--- config.mk ---
export PLATFORM = sky130hd
export DESIGN_NAME = stim_vector_gen
export DESIGN_NICKNAME = d
export VERILOG_FILES = /design/src/rtl/stim_pkg.sv /design/src/rtl/stim_chan.sv /design/src/rtl/stim_vector_gen.sv
export SDC_FILE = /design/constraint.sdc
export NUM_CORES = 1
export LEC_CHECK = 0
export ABC_AREA = 0
export CAP_MARGIN = 20
export CORE_UTILIZATION = 25
export CTS_BUF_LIST = sky130_fd_sc_hd__clkbuf_4 sky130_fd_sc_hd__clkbuf_8 sky130_fd_sc_hd__clkbuf_16
export DETAILED_ROUTE_END_ITERATION = 8
export SYNTH_ARGS = -nofsm -noshare
export SYNTH_HDL_FRONTEND = slang
export SYNTH_SLANG_ARGS = --single-unit
--- constraint.sdc ---
create_clock -name clk -period 4.4 [get_ports clk]
set_input_delay 0.88 -clock clk [delete_from_list [all_inputs] [get_ports clk]]
set_output_delay 0.88 -clock clk [all_outputs]
set_load 0.02 [all_outputs]
--- src/rtl/stim_pkg.sv ---
// Shared types and helpers for the stimulus vector generator.
package stim_pkg;

  localparam int unsigned LFSR_MAX_W = 32;

  typedef enum logic [1:0] {
    CONST = 2'd0,
    INCR  = 2'd1,
    LFSR  = 2'd2,
    WALK  = 2'd3
  } mode_e;

  typedef enum logic [1:0] {
    IDLE = 2'd0,
    RUN  = 2'd1,
    DONE = 2'd2
  } state_e;

  // Galois step on a zero-extended value; callers truncate back to their width.
  function automatic logic [LFSR_MAX_W-1:0] lfsr_step(input logic [LFSR_MAX_W-1:0] x,
                                                     input logic [LFSR_MAX_W-1:0] taps);
    return (x >> 1) ^ (x[0] ? taps : '0);
  endfunction

endpackage

--- src/rtl/stim_chan.sv ---
// One stimulus channel: seeding from the shared base seed and per-accept advance.
module stim_chan
  import stim_pkg::*;
#(
  parameter int unsigned           DATA_W    = 8,
  parameter logic [DATA_W-1:0]     LFSR_TAPS = 'hB8,
  parameter int unsigned           CH_IDX    = 0
) (
  input  logic              clk,
  input  logic              reset,
  input  logic              load,
  input  logic              advance,
  input  logic [1:0]        mode,
  input  logic [DATA_W-1:0] seed,
  output logic [DATA_W-1:0] value
);

  localparam int unsigned ROT = CH_IDX % DATA_W;

  logic [DATA_W-1:0] rotated;
  logic [DATA_W-1:0] walk_one;
  logic [DATA_W-1:0] seeded;
  logic [DATA_W-1:0] stepped;
  mode_e             mode_sel;

  assign mode_sel = mode_e'(mode);
  assign rotated  = (seed << ROT) | (seed >> (DATA_W - ROT));
  assign walk_one = DATA_W'(1) << ROT;

  // LFSR and WALK would lock up on an all-zero seed, so substitute a live value.
  always_comb begin
    seeded = rotated;
    if (rotated == '0) begin
      if (mode_sel == LFSR) seeded = DATA_W'(1);
      else if (mode_sel == WALK) seeded = walk_one;
    end
  end

  always_comb begin
    stepped = value;
    case (mode_sel)
      CONST:   stepped = value;
      INCR:    stepped = value + DATA_W'(1);
      LFSR:    stepped = DATA_W'(lfsr_step(LFSR_MAX_W'(value), LFSR_MAX_W'(LFSR_TAPS)));
      WALK:    stepped = {value[DATA_W-2:0], value[DATA_W-1]};
      default: stepped = value;
    endcase
  end

  always_ff @(posedge clk or posedge reset) begin
    if (reset)        value <= '0;
    else if (load)    value <= seeded;
    else if (advance) value <= stepped;
  end

endmodule

--- src/rtl/stim_vector_gen.sv ---
// Multi-channel stimulus source with pattern modes and a valid/ready output.
module stim_vector_gen
  import stim_pkg::*;
#(
  parameter int unsigned       DATA_W    = 8,
  parameter int unsigned       NUM_CH    = 2,
  parameter int unsigned       CNT_W     = 16,
  parameter logic [DATA_W-1:0] LFSR_TAPS = 'hB8
) (
  input  logic                     clk,
  input  logic                     reset,
  input  logic                     start,
  input  logic                     stop,
  input  logic [1:0]               mode,
  input  logic [DATA_W-1:0]        seed,
  input  logic [CNT_W-1:0]         num_vectors,
  input  logic                     out_ready,
  output logic                     out_valid,
  output logic [NUM_CH*DATA_W-1:0] out_data,
  output logic                     busy,
  output logic                     done,
  output logic [CNT_W-1:0]         vec_count
);

  state_e           state_q, state_d;
  logic [1:0]       mode_q;
  logic [1:0]       mode_sel;
  logic [CNT_W-1:0] num_q;
  logic [CNT_W-1:0] vec_next;
  logic             load;
  logic             accept;

  assign vec_next = vec_count + CNT_W'(1);

  // stop outranks both start and an accept landing in the same cycle.
  always_comb begin
    state_d   = state_q;
    load      = 1'b0;
    accept    = 1'b0;
    out_valid = 1'b0;
    busy      = 1'b0;
    done      = 1'b0;
    case (state_q)
      IDLE: begin
        if (start && !stop) begin
          load    = 1'b1;
          state_d = (num_vectors == '0) ? DONE : RUN;
        end
      end
      RUN: begin
        out_valid = 1'b1;
        busy      = 1'b1;
        accept    = out_ready && !stop;
        if (accept && vec_next == num_q) state_d = DONE;
      end
      DONE: begin
        done    = 1'b1;
        state_d = IDLE;
      end
      default: state_d = IDLE;
    endcase
    if (stop) state_d = IDLE;
  end

  always_ff @(posedge clk or posedge reset) begin
    if (reset) begin
      state_q   <= IDLE;
      mode_q    <= '0;
      num_q     <= '0;
      vec_count <= '0;
    end else begin
      state_q <= state_d;
      if (load) begin
        mode_q    <= mode;
        num_q     <= num_vectors;
        vec_count <= '0;
      end else if (accept) begin
        vec_count <= vec_next;
      end
    end
  end

  // Channels seed from the live mode input since mode_q is written on the same edge.
  assign mode_sel = load ? mode : mode_q;

  for (genvar g = 0; g < NUM_CH; g++) begin : g_ch
    stim_chan #(
      .DATA_W   (DATA_W),
      .LFSR_TAPS(LFSR_TAPS),
      .CH_IDX   (g)
    ) u_chan (
      .clk    (clk),
      .reset  (reset),
      .load   (load),
      .advance(accept),
      .mode   (mode_sel),
      .seed   (seed),
      .value  (out_data[g*DATA_W +: DATA_W])
    );
  end

endmodule

# Word-level counts from Yosys, hierarchy flattened
# Index checks and enable logic that the tools add are counted.
dict set report op_classes {
  addsub 3
  n_eq_ne 9
  muxes 27
  bitwise 3
  n_reduce_logical 12
}
# cell n
set op_table {}
lappend op_table {{$mux W8} 12}
lappend op_table {{$pmux W8 S3} 2}
lappend op_table {{$mux W16} 2}
lappend op_table {{$add A16 B1 Y16 const B} 1}
lappend op_table {{$add A8 B1 Y8 const B} 2}
lappend op_table {{$eq A16 B16 Y1} 1}
lappend op_table {{$logic_not A16 Y1} 1}
lappend op_table {{$logic_not A8 Y1} 2}
lappend op_table {{$xor A7 B8 Y8} 2}
lappend op_table {{$mux W2} 5}
lappend op_table {{$or A8 B1 Y8} 1}
lappend op_table {{$eq A2 B2 Y1 const B} 3}
lappend op_table {{$ne A3 B3 Y1 const B} 2}
lappend op_table {{$mux W1} 5}
lappend op_table {{$eq A2 B1 Y1 const B} 2}
lappend op_table {{$logic_not A2 Y1} 2}
lappend op_table {{$pmux W2 S2} 1}
lappend op_table {{$reduce_and A2 Y1} 2}
lappend op_table {{$logic_and A1 B1 Y1} 3}
lappend op_table {{$ne A2 B1 Y1 const B} 1}
lappend op_table {{$reduce_bool A2 Y1} 1}
lappend op_table {{$logic_not A1 Y1} 1}
dict set report word_totals {
  ff_bits 52
  in_bits 31
  out_inout_bits 35
  wordCells 60
}

# Logic depth before layout (Yosys ltp)
# Gate-level depths: netlist of the first run.
dict set report depth {
  word_depth 10
  depth_mapped 10
  depth_no_buf 7
}

# By module
# From an unflattened synthesis of the first run, not the netlist that was laid out.
dict set report hier_totals {
  cells_unflattened 413
  hier_area_um2 3799.9
}
# module n_inst cells_each area_per_inst_um2 seq_area_each_um2
set by_module_without_submodules {}
lappend by_module_without_submodules {stim_vector_gen 1 227 2225.9 900.9}
lappend by_module_without_submodules {{stim_chan (g_ch[0].u_chan)} 1 89 813.3 200.2}
lappend by_module_without_submodules {{stim_chan (g_ch[1].u_chan)} 1 97 760.7 200.2}

# Worst setup path before layout of the first run
# OpenSTA, ideal clock, no wires.
dict set report synth_timing {
  kind {in2reg}
  start {input stop}
  end {register g_ch[1].u_chan.value[1]}
  setup_time_ns 0.137
  arrival_time_ns 2.399
  required_ns 4.263
  slack_ns 1.864
  path_stages 8
  n_path_buf 2
  cell_sequence {nor4b_1 > buf_2 > mux2i_1 > buf_2 > mux2i_1 > a21oi_1 > a211oi_1 > a21oi_1}
}
dict set report synth_via {
  elab_chain_cells 10
  word_cells_on_any_way 20
}
# item line_no
set synth_lines {}
lappend synth_lines {{from (decl)} stim_vector_gen.sv:13} ;# input logic stop,
lappend synth_lines {{$logic_not A1 Y1 *} {stim_vector_gen.sv:45, stim_vector_gen.sv:53}}
lappend synth_lines {{$logic_and A1 B1 Y1} stim_vector_gen.sv:45} ;# if (start && !stop) begin
lappend synth_lines {{$mux W1} stim_vector_gen.sv:45}
lappend synth_lines {{$mux W1} stim_vector_gen.sv:43} ;# case (state_q)
lappend synth_lines {{$mux W2} --}
lappend synth_lines {{$eq A2 B2 Y1} {stim_chan.sv:35, stim_chan.sv:41}}
lappend synth_lines {{$mux W8} stim_chan.sv:35} ;# else if (mode_sel == WALK) seeded = walk_one;
lappend synth_lines {{$mux W8} stim_chan.sv:34} ;# if (mode_sel == LFSR) seeded = DATA_W'(1);
lappend synth_lines {{$mux W8} stim_chan.sv:33} ;# if (rotated == '0) begin
lappend synth_lines {{$mux W8} stim_chan.sv:52} ;# else if (load) value <= seeded;
lappend synth_lines {{to (signal assigned)} stim_chan.sv:53} ;# else if (advance) value <= stepped;
lappend synth_lines {{to (decl)} stim_chan.sv:15} ;# output logic [DATA_W-1:0] value
# Every way passes the cells marked *; elsewhere a longest branch is shown, timed or not. The select of a mux whose other input is x is not followed.
# A chain may end at the register's enable or synchronous reset.

# Worst setup path after layout of the first run
# Ends and elaborated chain as after synthesis.

==> results by group, run 1 <==
Status
  – Outcome: completed

Pwr
  – Cell Int Power: about 1.1 mW
  – Comb power frac: 0.344
  – Switching share of power: 0.363
  – PwrDens: between 300 and 400 nW/µm²
  – Psw: ~0.64 mW
  – Maximum vdd drop: 199 µV
  – Clock Power Share: 0.256
  – Sequential share of power: 0.399
  – Leak: around 1.8 nW

Critical path
  – Slowest-stage cell, CP: clkdlybuf4s50_1
  – Worst-path maximum fanout: 30
  – WP data required: ~4600 ps
  – Setup slack, reg-to-reg: roughly 1700 ps
  – CP max stage delay: 540 ps
  – Worst setup path class: input port to register
  – Startpoint Class: input port
  – Crit path arrival time: between 3000 and 4000 ps
  – Crit-path cells: clkdlybuf4s50_1 -> nor4b_2 -> buf_4 -> mux2i_2 -> buf_4 -> mux2i_1 -> a21oi_1 -> a211oi_1 -> a21oi_1
  – CP Capture Type: register

STA
  – Slew Limit Fails: 0
  – Min Tclk post-route: between 3000 and 4000 ps
  – Relative slew margins: 0.293
  – Fin Clk Skew: ~3.2 ps
  – Final Cycle Share: 0.706
  – Slew @ Worst Pin: around 1100 ps
  – Sum of negative setup slack: 0 ps
  – Fmax: about 320 MHz
  – RSZ-0062 raised after global routing: false
  – Hold Fails Final Rpt: 0
  – # setup viols final: 0

Routing
  – Vias/cell: approximately 5.3
  – Wire per inst: between 15 and 20 µm
  – Pre-antenna DRT Iters: 4
  – Vias: 3523
  – 1st-iter DRT viols: between 200 and 300
  – Drt total wl: 10.4 mm
  – ANT nets after route: 0
  – DR DRC count: 0

Synth
  – Syn Area/Cell: between 7 and 8 µm²
  – Post-Syn Area: about 3500 µm²
  – Post-synthesis sequential area ratio: 0.370
  – Yosys top cell by area: dfrtp_1
  – Simple-Gate Fraction of Synth Area: 0.258
  – Main combinational cell family by area after synthesis: simple AND/OR/NAND/NOR gates
  – Synth Area in XOR/XNOR: 0.0821
  – Synth top cells by count: nand2_1 (80), dfrtp_1 (52), o21ai_0 (35)
  – Post-synthesis compound-gate area fraction: 0.198
  – #FFs+latches synth: between 50 and 60
  – Mux cell area share after synthesis: 0.0316
  – EDFF count, synth: 0
  – Adder-cell share of the synthesized area: 0.0107
  – Syn_nets: roughly 480
  – Cell variety after synth: 52
  – Post-synth top flop: dfrtp_1
  – Largest cells by area after synthesis: dfrtp_1 (37%), nand2_1 (8.5%), xnor2_1 (5.2%), o21ai_0 (5.0%), a21oi_1 (4.1%)
  – Async set-reset flop share out of synthesis: 1.00
  – Yosys top cell area share: 0.370
  – Post-Synthesis Cells: roughly 440
  – Yosys synthesis warning count: 0
  – Most common cell in the synthesized netlist: nand2_1

Cells and area
  – Layout area overhead: 27.9%
  – Share of cells above drive strength 1: 0.0568
  – Final non-filler cell total: ~670
  – Fill cells: approximately 1400
  – Ant diodes: 0
  – Layout net count: approximately 530

Clocking
  – Reg clk slew, reported paths: around 70 ps
  – Buffer levels on the longest clock path: 2
  – CTS Root Cell: clkbuf_16
  – CTS tree: done
  – H-tree levels: 2
  – Hold buffer count at cts: 0
  – Num CTS Buffers: 5
  – # clock sinks: 52
  – Cts repair resizes: 0
  – Clk_lat worst skew: slightly below 300 ps
  – Post-CTS Repair Setup Buffers: 0

Die
  – # IOs: 66
  – Total Die Area: around 15000 µm²
  – Core Area: approximately 14000 µm²
  – Starting Density: 0.261
  – Row count: 42
  – Die Height: ~120 µm
  – Chip width: ~120 µm

Global route
  – Total gr overflow: 0
  – Number of global-route vias before repair: ~3400
  – Total GRT Usage: 0.149
  – Largest net degree at the start of global routing: 53
  – First-pass GRT wire length: between 15 and 20 mm
  – Initial antenna violation count: 0

Placed design
  – IO Port Bufs: 65
  – GPL Wtd Cong: around 0.9
  – Placed Cells: 661
  – DP HPWL: between 7 and 8 mm

Worst hold path
  – Hold Crit Class: register to register

Run
  – Maxcap violations: 0
[through the flow]
stage / total power [mW] / hold slack (ps) / util / cell area [µm²] / setup WS (ps)
2_1_floorplan: 1.08 / 465 / - / 3520 / 1860
4_1_cts: 1.76 / 508 / 0.333 / 4500 / 1310
5_1_grt: 1.86 / 529 / 0.333 / 4500 / 1130
6_report: 1.76 / 509 / 0.333 / 4500 / 1290
3_3_place_gp: 1.30 / 490 / 0.320 / 4320 / 1090
3_5_place_dp: 1.31 / 490 / 0.321 / 4330 / 1010
[worst paths after layout]
| check | start | end | cells after the start |
|---|---|---|---|
| max | stop | g_ch[1].u_chan.value[1] | 9 |
| min | num_q[1] | num_q[1] | 2 |
| max reg2reg | vec_count[0] | state_q[0] | 7 |
| min reg2reg | num_q[1] | num_q[1] | 2 |
| max in group asynchronous | reset | vec_count[12] | 3 |
| min in group asynchronous | reset | g_ch[0].u_chan.value[3] | 3 |
[critical path, delay by kind of cell]
family,cells,cell delay (ps)
AOI/OAI and AO/OA,3,370
muxes,2,460
buffers and inverters,3,1210
and+or+nand+nor,1,330
[final cells by class]
class	count	area, µm²	share of cell area
Timing Repair Buffer	74	722	0.160
Clock inverter	3	42.5	0.00945
Multi-Input combinational cell	350	2060	0.457
Sequential cell	52	1300	0.289
Clock buffer	5	125	0.0278
Inverter	9	33.8	0.00750
Tap cell	176	220	0.0489
[power by group through the flow]
stage / sequential, mW / clock (mW) / combinational, mW
global route: 0.719 / 0.475 / 0.665
detailed placement: 0.706 / 0 / 0.602
finish: 0.701 / 0.450 / 0.605
CTS: 0.699 / 0.459 / 0.605
global placement: 0.704 / 0 / 0.591
floorplan: 0.703 / 0 / 0.375
[sequential cells by signal (all words and copies together), names as in the netlist]
register and count:
mode_q 2, state_q 2, num_q 16, vec_count 16, g_ch.u_chan.value 16
[placed cells by master (no fill, tap or decap), types with 9 or more instances in the layout]
| master | n |
|---|---|
| a21oi_1 | 29 |
| o31ai_1 | 9 |
| clkdlybuf4s50_1 | 65 |
| dfrtp_1 | 52 |
| a211oi_1 | 10 |
| mux2i_1 | 9 |
| nor4_1 | 9 |
| and3_1 | 10 |
| xnor2_1 | 21 |
| xor2_1 | 12 |
| nand3_1 | 18 |
| nand2_1 | 80 |
| nor2_1 | 33 |
| o21ai_0 | 35 |
[cell families after synthesis]
kind of cell	count (synthesis)
AOI/OAI and AO/OA	113
xor gates and xnor gates	33
adders and majority gates	3
buffers and inverters	39
muxes	11
DFF	52
and+or+nand+nor	190
[routing by layer]
metal  GRT usage  routed length (µm)
met4      0.0548                 192
met5           0                   0
met1       0.195                4640
met3      0.0217                 632
met2       0.246                4980
(Power assumes the default switching activity.)
==> run 2, diff against run 1 <==
Clock period 4.4 ns to 2.57 ns, I/O delays scaled along.
==> run 2 against run 1 <==
Compared with the run above: critical path depth shrank 1; power grew 77%; first-iteration DRC count shrank 11%; worst setup slack lost 1100 ps; critical path type unchanged; largest power group unchanged; highest routed layer unchanged.
==> results by group, run 2 (same netlist as run 1, synthesis figures left out) <==
Pwr
  – Maximum vdd drop: 307 µV (+54%)
  – Cell Int Power: 1.99 mW (+78%)
  – Clock Power Share: 0.259 (+0.003)
  – Psw: 1.11 mW (+75%)
  – Switching share of power: 0.358 (-0.00464)
  – Sequential share of power: 0.382 (-0.017)
  – Comb power frac: 0.360 (+0.016)
  – Leak: 1.93 nW (+6.7%)
  – PwrDens: 661 nW/µm² (+69%)

Cells and area
  – Share of cells above drive strength 1: 0.101 (+0.0442)
  – Layout net count: 548 (+4.2%)
  – Leading cell type in the layout, fill and taps excluded: nand2_1
  – Top flop regs: g_ch.u_chan.value (16), num_q (16), vec_count (16)
  – Ant diodes: 0 (unchanged)
  – Fin util: 0.348 (+0.0148)
  – Most frequent cells in the layout: nand2_1 (80), clkdlybuf4s50_1 (65), dfrtp_1 (51), o21ai_0 (35), nor2_1 (33)
  – Fill cells: 1372 (-1.2%)
  – Layout area overhead: 33.5%

Clocking
  – Reg clk slew, reported paths: 70 ps (about the same)
  – CTS tree: done
  – CTS Root Cell: clkbuf_16
  – Post-CTS Repair Setup Buffers: 0 (unchanged)
  – Buffer levels on the longest clock path: 2 (unchanged)
  – H-tree levels: 2 (unchanged)
  – Hold buffer count at cts: 0 (unchanged)
  – # clock sinks: 52 (unchanged)
  – Clk_lat worst skew: 290 ps (about the same)
  – Cts repair resizes: 0 (unchanged)
  – Num CTS Buffers: 5 (unchanged)

Die
  – Core Area: 13500 µm² (unchanged)
  – Chip width: 121 µm (unchanged)
  – Total Die Area: 14600 µm² (unchanged)
  – Die Height: 121 µm (unchanged)
  – Row count: 42 (unchanged)
  – # IOs: 66 (unchanged)
  – Starting Density: 0.261 (unchanged)

STA
  – RSZ-0062 raised after global routing: false
  – Fin Clk Skew: 6.38 ps (+3.19 ps)
  – Final Cycle Share: 0.932
  – Fmax: 417 MHz
  – Slew Limit Fails: 0 (unchanged)
  – # setup viols final: 0 (unchanged)
  – Hold Fails Final Rpt: 0 (unchanged)
  – Relative slew margins: 0.307 (+0.0136)
  – Slew @ Worst Pin: 1040 ps (-20.3 ps)
  – PnR worst setup slack: 174 ps (-1120 ps)
  – Min Tclk post-route: between 2000 and 2500 ps

Critical path
  – CP top delay family: buffers and inverters
  – Setup slack, reg-to-reg: 260 ps (-1470 ps)
  – Most frequent CP cell: a21oi_1
  – Crit path arrival time: 2570 ps (-690 ps)
  – Critical path depth: 8 (-1)
  – Startpoint Class: input port
  – Crit-path cells: clkdlybuf4s50_1 -> nor4b_2 -> mux2i_2 -> buf_12 -> mux2i_1 -> a21oi_1 -> a211oi_1 -> a21oi_1
  – Worst-path maximum fanout: 20 (-33%)
  – R2r endpoint: state_q[0]
  – Worst R2R Start: vec_count[1]
  – WP data required: 2740 ps (-1820 ps)
  – Reg2Reg Depth: 8 (+1)
  – CP max stage delay: 540 ps (about the same)
  – Worst path buffer plus inverter count: 2 (-1)
  – Slowest-stage cell, CP: clkdlybuf4s50_1
  – Worst setup path class: input port to register
  – CP Capture Type: register

Global route
  – Initial antenna violation count: 0 (unchanged)
  – First-pass GRT wire length: 17.9 mm (+3.3%)
  – Total gr overflow: 0 (unchanged)
  – Number of global-route vias before repair: 3479 (+3.6%)
  – Largest net degree at the start of global routing: 53 (unchanged)
  – Total GRT Usage: 0.154 (+0.00539)

Worst hold path
  – Hold path depth: 2 (unchanged)
  – Hold Path End: num_q[0]
  – Hold wc startpoint: num_q[0]
  – Hold Crit Class: register to register

Routing
  – 1st-iter DRT viols: 229 (-11%)
  – Pre-antenna DRT Iters: 4 (unchanged)
  – Drt total wl: 10.8 mm (+3.8%)
  – Wire per inst: 15.7 µm (+0.46%)
  – ANT nets after route: 0 (unchanged)
  – Vias: 3520 (-0.085%)
  – Vias/cell: 5.09 (-3.3%)
  – DR DRC count: 0 (unchanged)

Placed design
  – IO Port Bufs: 65 (unchanged)
  – Worst slack at placement: -83.0 ps (-1090 ps)
  – GPL Wtd Cong: 0.883 (-1.4%)
  – DP HPWL: 8.00 mm (+4.5%)

Run
  – Maxcap violations: 0 (unchanged)

Status
  – Outcome: completed
[run 2: cell count changes in the layout (fill, tap and decap cells not counted)]
cell        before  now
ha_1             3    2
clkinvlp_4       1    0
dfrtp_2          0    1
buf_4            8   29
buf_12           0    2
ha_2             0    1
buf_6            1    0
clkinv_2         1    0
clkbuf_8         0    1
clkinv_4         0    1
dfrtp_1         52   51
[run 2: metal layers]
layer,track usage,part of all wire
met5,0,0
met4,0.0370,0.014
met3,0.0217,0.049
met2,0.261,0.48
met1,0.206,0.46
[run 2: layout make-up]
cell class,instances,area [µm²],area share
multi-input combinational,350,2060,0.438
timing repair buffer,96,908,0.193
clock inverter,2,38.8,0.00825
inverter,9,33.8,0.00718
clock buffer,6,139,0.0295
tap,176,220,0.0468
sequential,52,1300,0.277
[run 2: power groups by stage]
stage          clock network [mW]  logic (mW)  registers (mW)
6_report                    0.803        1.12            1.19
5_1_grt                     0.858        1.22            1.21
4_1_cts                     0.827        1.12            1.18
3_5_place_dp                    0        1.11            1.19
3_3_place_gp                    0        1.10            1.19
2_1_floorplan                   0       0.642            1.20
[run 2: worst max-delay path by stage]
stage	start	to	slack (ps)
floorplan	vec_count[0]	state_q[0]	340
global placement	stop	vec_count[10]	-90
detailed placement	start	g_ch[1].u_chan.value[6]	-80
CTS	vec_count[1]	state_q[0]	190
global route	stop	vec_count[10]	50
finish	start	g_ch[1].u_chan.value[1]	170
[run 2: stage by stage]
step	hold slack, ps	TNS [ps]	power (mW)	area, µm²	instances
finish	499	0	3.11	4700	691
global route	531	0	3.29	4700	691
floorplan	465	0	1.85	3520	441
global placement	486	-496	2.29	4520	683
CTS	502	0	3.13	4700	691
detailed placement	486	-951	2.31	4520	683
[run 2: worst reg2reg max path: cells and delay by family (launching register included)]
kind                     cells  cell delay, ps
adder cells (fa/ha/maj)      1             270
AO/OA/AOI/OAI                2             350
flip-flops                   1             440
buffers and inverters        1             240
AND/OR/NAND/NOR              4             900
==> run 3, diff against run 2 <==
Settings changed: CELL_PAD_IN_SITES_DETAIL_PLACEMENT set to 1, CELL_PAD_IN_SITES_GLOBAL_PLACEMENT set to 1, CORE_UTILIZATION 25 to 35, PLACE_DENSITY_LB_ADDON set to 0.1.
==> run 3 against run 2 <==
Compared with the run above: fmax grew 4.0%; clock skew increased by 0.69 ps; global-route usage grew 7.5 points; sequential power barely moved; design area decreased by 1.5%; critical path type is now register to primary output; critical endpoint is now busy; largest cell class unchanged; largest power group unchanged; highest routed layer unchanged.
==> results by group, run 3 (same netlist as run 1, synthesis figures left out) <==
Die
  – Die Height: 102 µm (-15%)
  – Chip width: 102 µm (-15%)
  – Row count: 36 (-14%)
  – Core Area: 9770 µm² (-28%)
  – # IOs: 66 (unchanged)
  – Total Die Area: 10500 µm² (-28%)
  – Starting Density: 0.360 (+0.0995)

Clocking
  – CTS Root Cell: clkbuf_8
  – Cts repair resizes: 0 (unchanged)
  – Post-CTS Repair Setup Buffers: 0 (unchanged)
  – CTS tree: done
  – Num CTS Buffers: 5 (unchanged)
  – H-tree levels: 2 (unchanged)
  – Reg clk slew, reported paths: 100 ps (+30 ps)
  – # clock sinks: 52 (unchanged)
  – Buffer levels on the longest clock path: 2 (unchanged)
  – Clk_lat worst skew: 310 ps (+20 ps)
  – Hold buffer count at cts: 0 (unchanged)

STA
  – Fin Clk Skew: 7.07 ps (+0.691 ps)
  – RSZ-0062 raised after global routing: false
  – Slew @ Worst Pin: 761 ps (-275 ps)
  – Hold Fails Final Rpt: 0 (unchanged)
  – Min Tclk post-route: 2300 ps (-92.9 ps)
  – Slew Limit Fails: 0 (unchanged)
  – Final Cycle Share: 0.896 (-0.0361)
  – Fmax: 434 MHz (+4.0%)
  – # setup viols final: 0 (unchanged)
  – Relative slew margins: 0.492 (+0.185)
  – Hold_ws: 510 ps (+10.5 ps)
  – PnR worst setup slack: 267 ps (+92.9 ps)
  – Sum of negative setup slack: 0 ps (unchanged)

Routing
  – Wire per inst: 17.6 µm (+12%)
  – Vias/cell: 5.54 (+8.8%)
  – Vias: 3631 (+3.2%)
  – Drt total wl: 11.6 mm (+6.6%)
  – Pre-antenna DRT Iters: 4 (unchanged)
  – DR DRC count: 0 (unchanged)
  – ANT nets after route: 0 (unchanged)
  – 1st-iter DRT viols: 162 (-29%)

Critical path
  – Crit-path cells: nor2b_1 -> clkdlybuf4s50_1
  – Worst path buffer plus inverter count: 1 (-1)
  – WP data required: 2060 ps (-680 ps)
  – Worst setup path class: register to primary output
  – Worst-path maximum fanout: 7 (-65%)
  – Startpoint Class: register
  – Crit path arrival time: 1790 ps (-780 ps)
  – CP max stage delay: 680 ps (+140 ps)
  – CP top delay family: buffers and inverters
  – CP Capture Type: primary output
  – Slowest-stage cell, CP: clkdlybuf4s50_1

Placed design
  – Placed Instance Area: 4530 µm² (+0.25%)
  – IO Port Bufs: 65 (unchanged)
  – GPL Wtd Cong: 0.775 (-12%)
  – Worst slack at placement: -39.1 ps (+43.8 ps)
  – Placed Cells: 647 (-5.3%)
  – DP HPWL: 8.71 mm (+8.8%)

Global route
  – Initial antenna violation count: 0 (unchanged)
  – Number of global-route vias before repair: 3677 (+5.7%)
  – Largest net degree at the start of global routing: 33 (-38%)
  – First-pass GRT wire length: 18.5 mm (+3.4%)
  – Total gr overflow: 0 (unchanged)
  – Total GRT Usage: 0.229 (+0.0752)

Cells and area
  – Leading cell type in the layout, fill and taps excluded: nand2_1
  – Ant diodes: 0 (unchanged)
  – Top flop regs: g_ch.u_chan.value (16), num_q (16), vec_count (16)
  – Most frequent cells in the layout: nand2_1 (80), clkdlybuf4s50_1 (65), dfrtp_1 (52), o21ai_0 (35), buf_4 (35)
  – Layout area overhead: 31.5%
  – Layout net count: 555 (+1.3%)
  – Share of cells above drive strength 1: 0.109 (+0.00822)
  – Fill cells: 1213 (-12%)
  – Final non-filler cell total: 655 (-5.2%)
  – Cell area after layout: 4630 µm² (-1.5%)

Pwr
  – PwrDens: 611 nW/µm² (-7.5%)
  – Maximum vdd drop: 342 µV (+11%)
  – Leak: 1.94 nW (+0.54%)

Status
  – Outcome: completed

Worst hold path
  – Hold Crit Class: register to register

Run
  – Maxcap violations: 0 (unchanged)
==> run 3: cell types whose count changed in the layout (fill, tap and decap cells not counted), sizes merged <==
cell,delta
clkbuf,+1
buf,+7
clkinv,-1
clkinvlp,+1
bufinv,-1
==> run 3: cell type report <==
| class | count | area [µm²] | share of cell area |
|---|---|---|---|
| Clock buffer | 7 | 90.1 | 0.0195 |
| Clock inverter | 1 | 7.51 | 0.00162 |
| Inverter | 9 | 33.8 | 0.00730 |
| Multi-Input combinational cell | 350 | 2060 | 0.444 |
| Sequential cell | 52 | 1300 | 0.281 |
| Tap cell | 133 | 166 | 0.0359 |
| Timing Repair Buffer | 103 | 973 | 0.210 |
==> run 3: tightest hold or removal path, cell delays in order (launching register included) <==
cell	delay [ps]
dfrtp_1	380
nand2_1	50
nand2_1	50
==> run 3: routing by layer <==
| metal | routed length [µm] | vias up | share of wire | track usage |
|---|---|---|---|---|
| li1 | - | 1733 | - | - |
| met1 | 5160 | 1828 | 0.45 | 0.280 |
| met2 | 6080 | 63 | 0.53 | 0.437 |
| met3 | 235 | 7 | 0.020 | 0.0205 |
| met4 | 76 | 0 | 0.0066 | 0.0451 |
| met5 | 0 | - | 0 | 0 |
==> run 3: worst paths after layout <==
path                         startpoint                 endpoint  slack (ps)  cells past startpoint
max                          state_q[1]                     busy         270                      2
min                           num_q[13]                num_q[13]         510                      2
max reg2reg                vec_count[0]               state_q[0]         330                      8
min reg2reg                   num_q[13]                num_q[13]         510                      2
max in group asynchronous         reset             vec_count[5]        1320                      3
min in group asynchronous         reset  g_ch[1].u_chan.value[7]         640                      2
==> run 3: power by group <==
group	internal (mW)	leakage, nW	total, mW	switching, mW
combinational	0.554	1.23	1.13	0.571
clock	0.231	0.0479	0.528	0.297
sequential	0.949	0.661	1.17	0.226
==> run 3: per-stage QoR <==
| stage | total power [mW] | utilization |
|---|---|---|
| final | 2.83 | 0.474 |
| after global routing | 2.99 | 0.474 |
| after CTS | 2.85 | 0.474 |
| after detailed placement | 2.32 | 0.464 |
| after global placement | 2.30 | 0.464 |
| after floorplan | 1.85 | - |
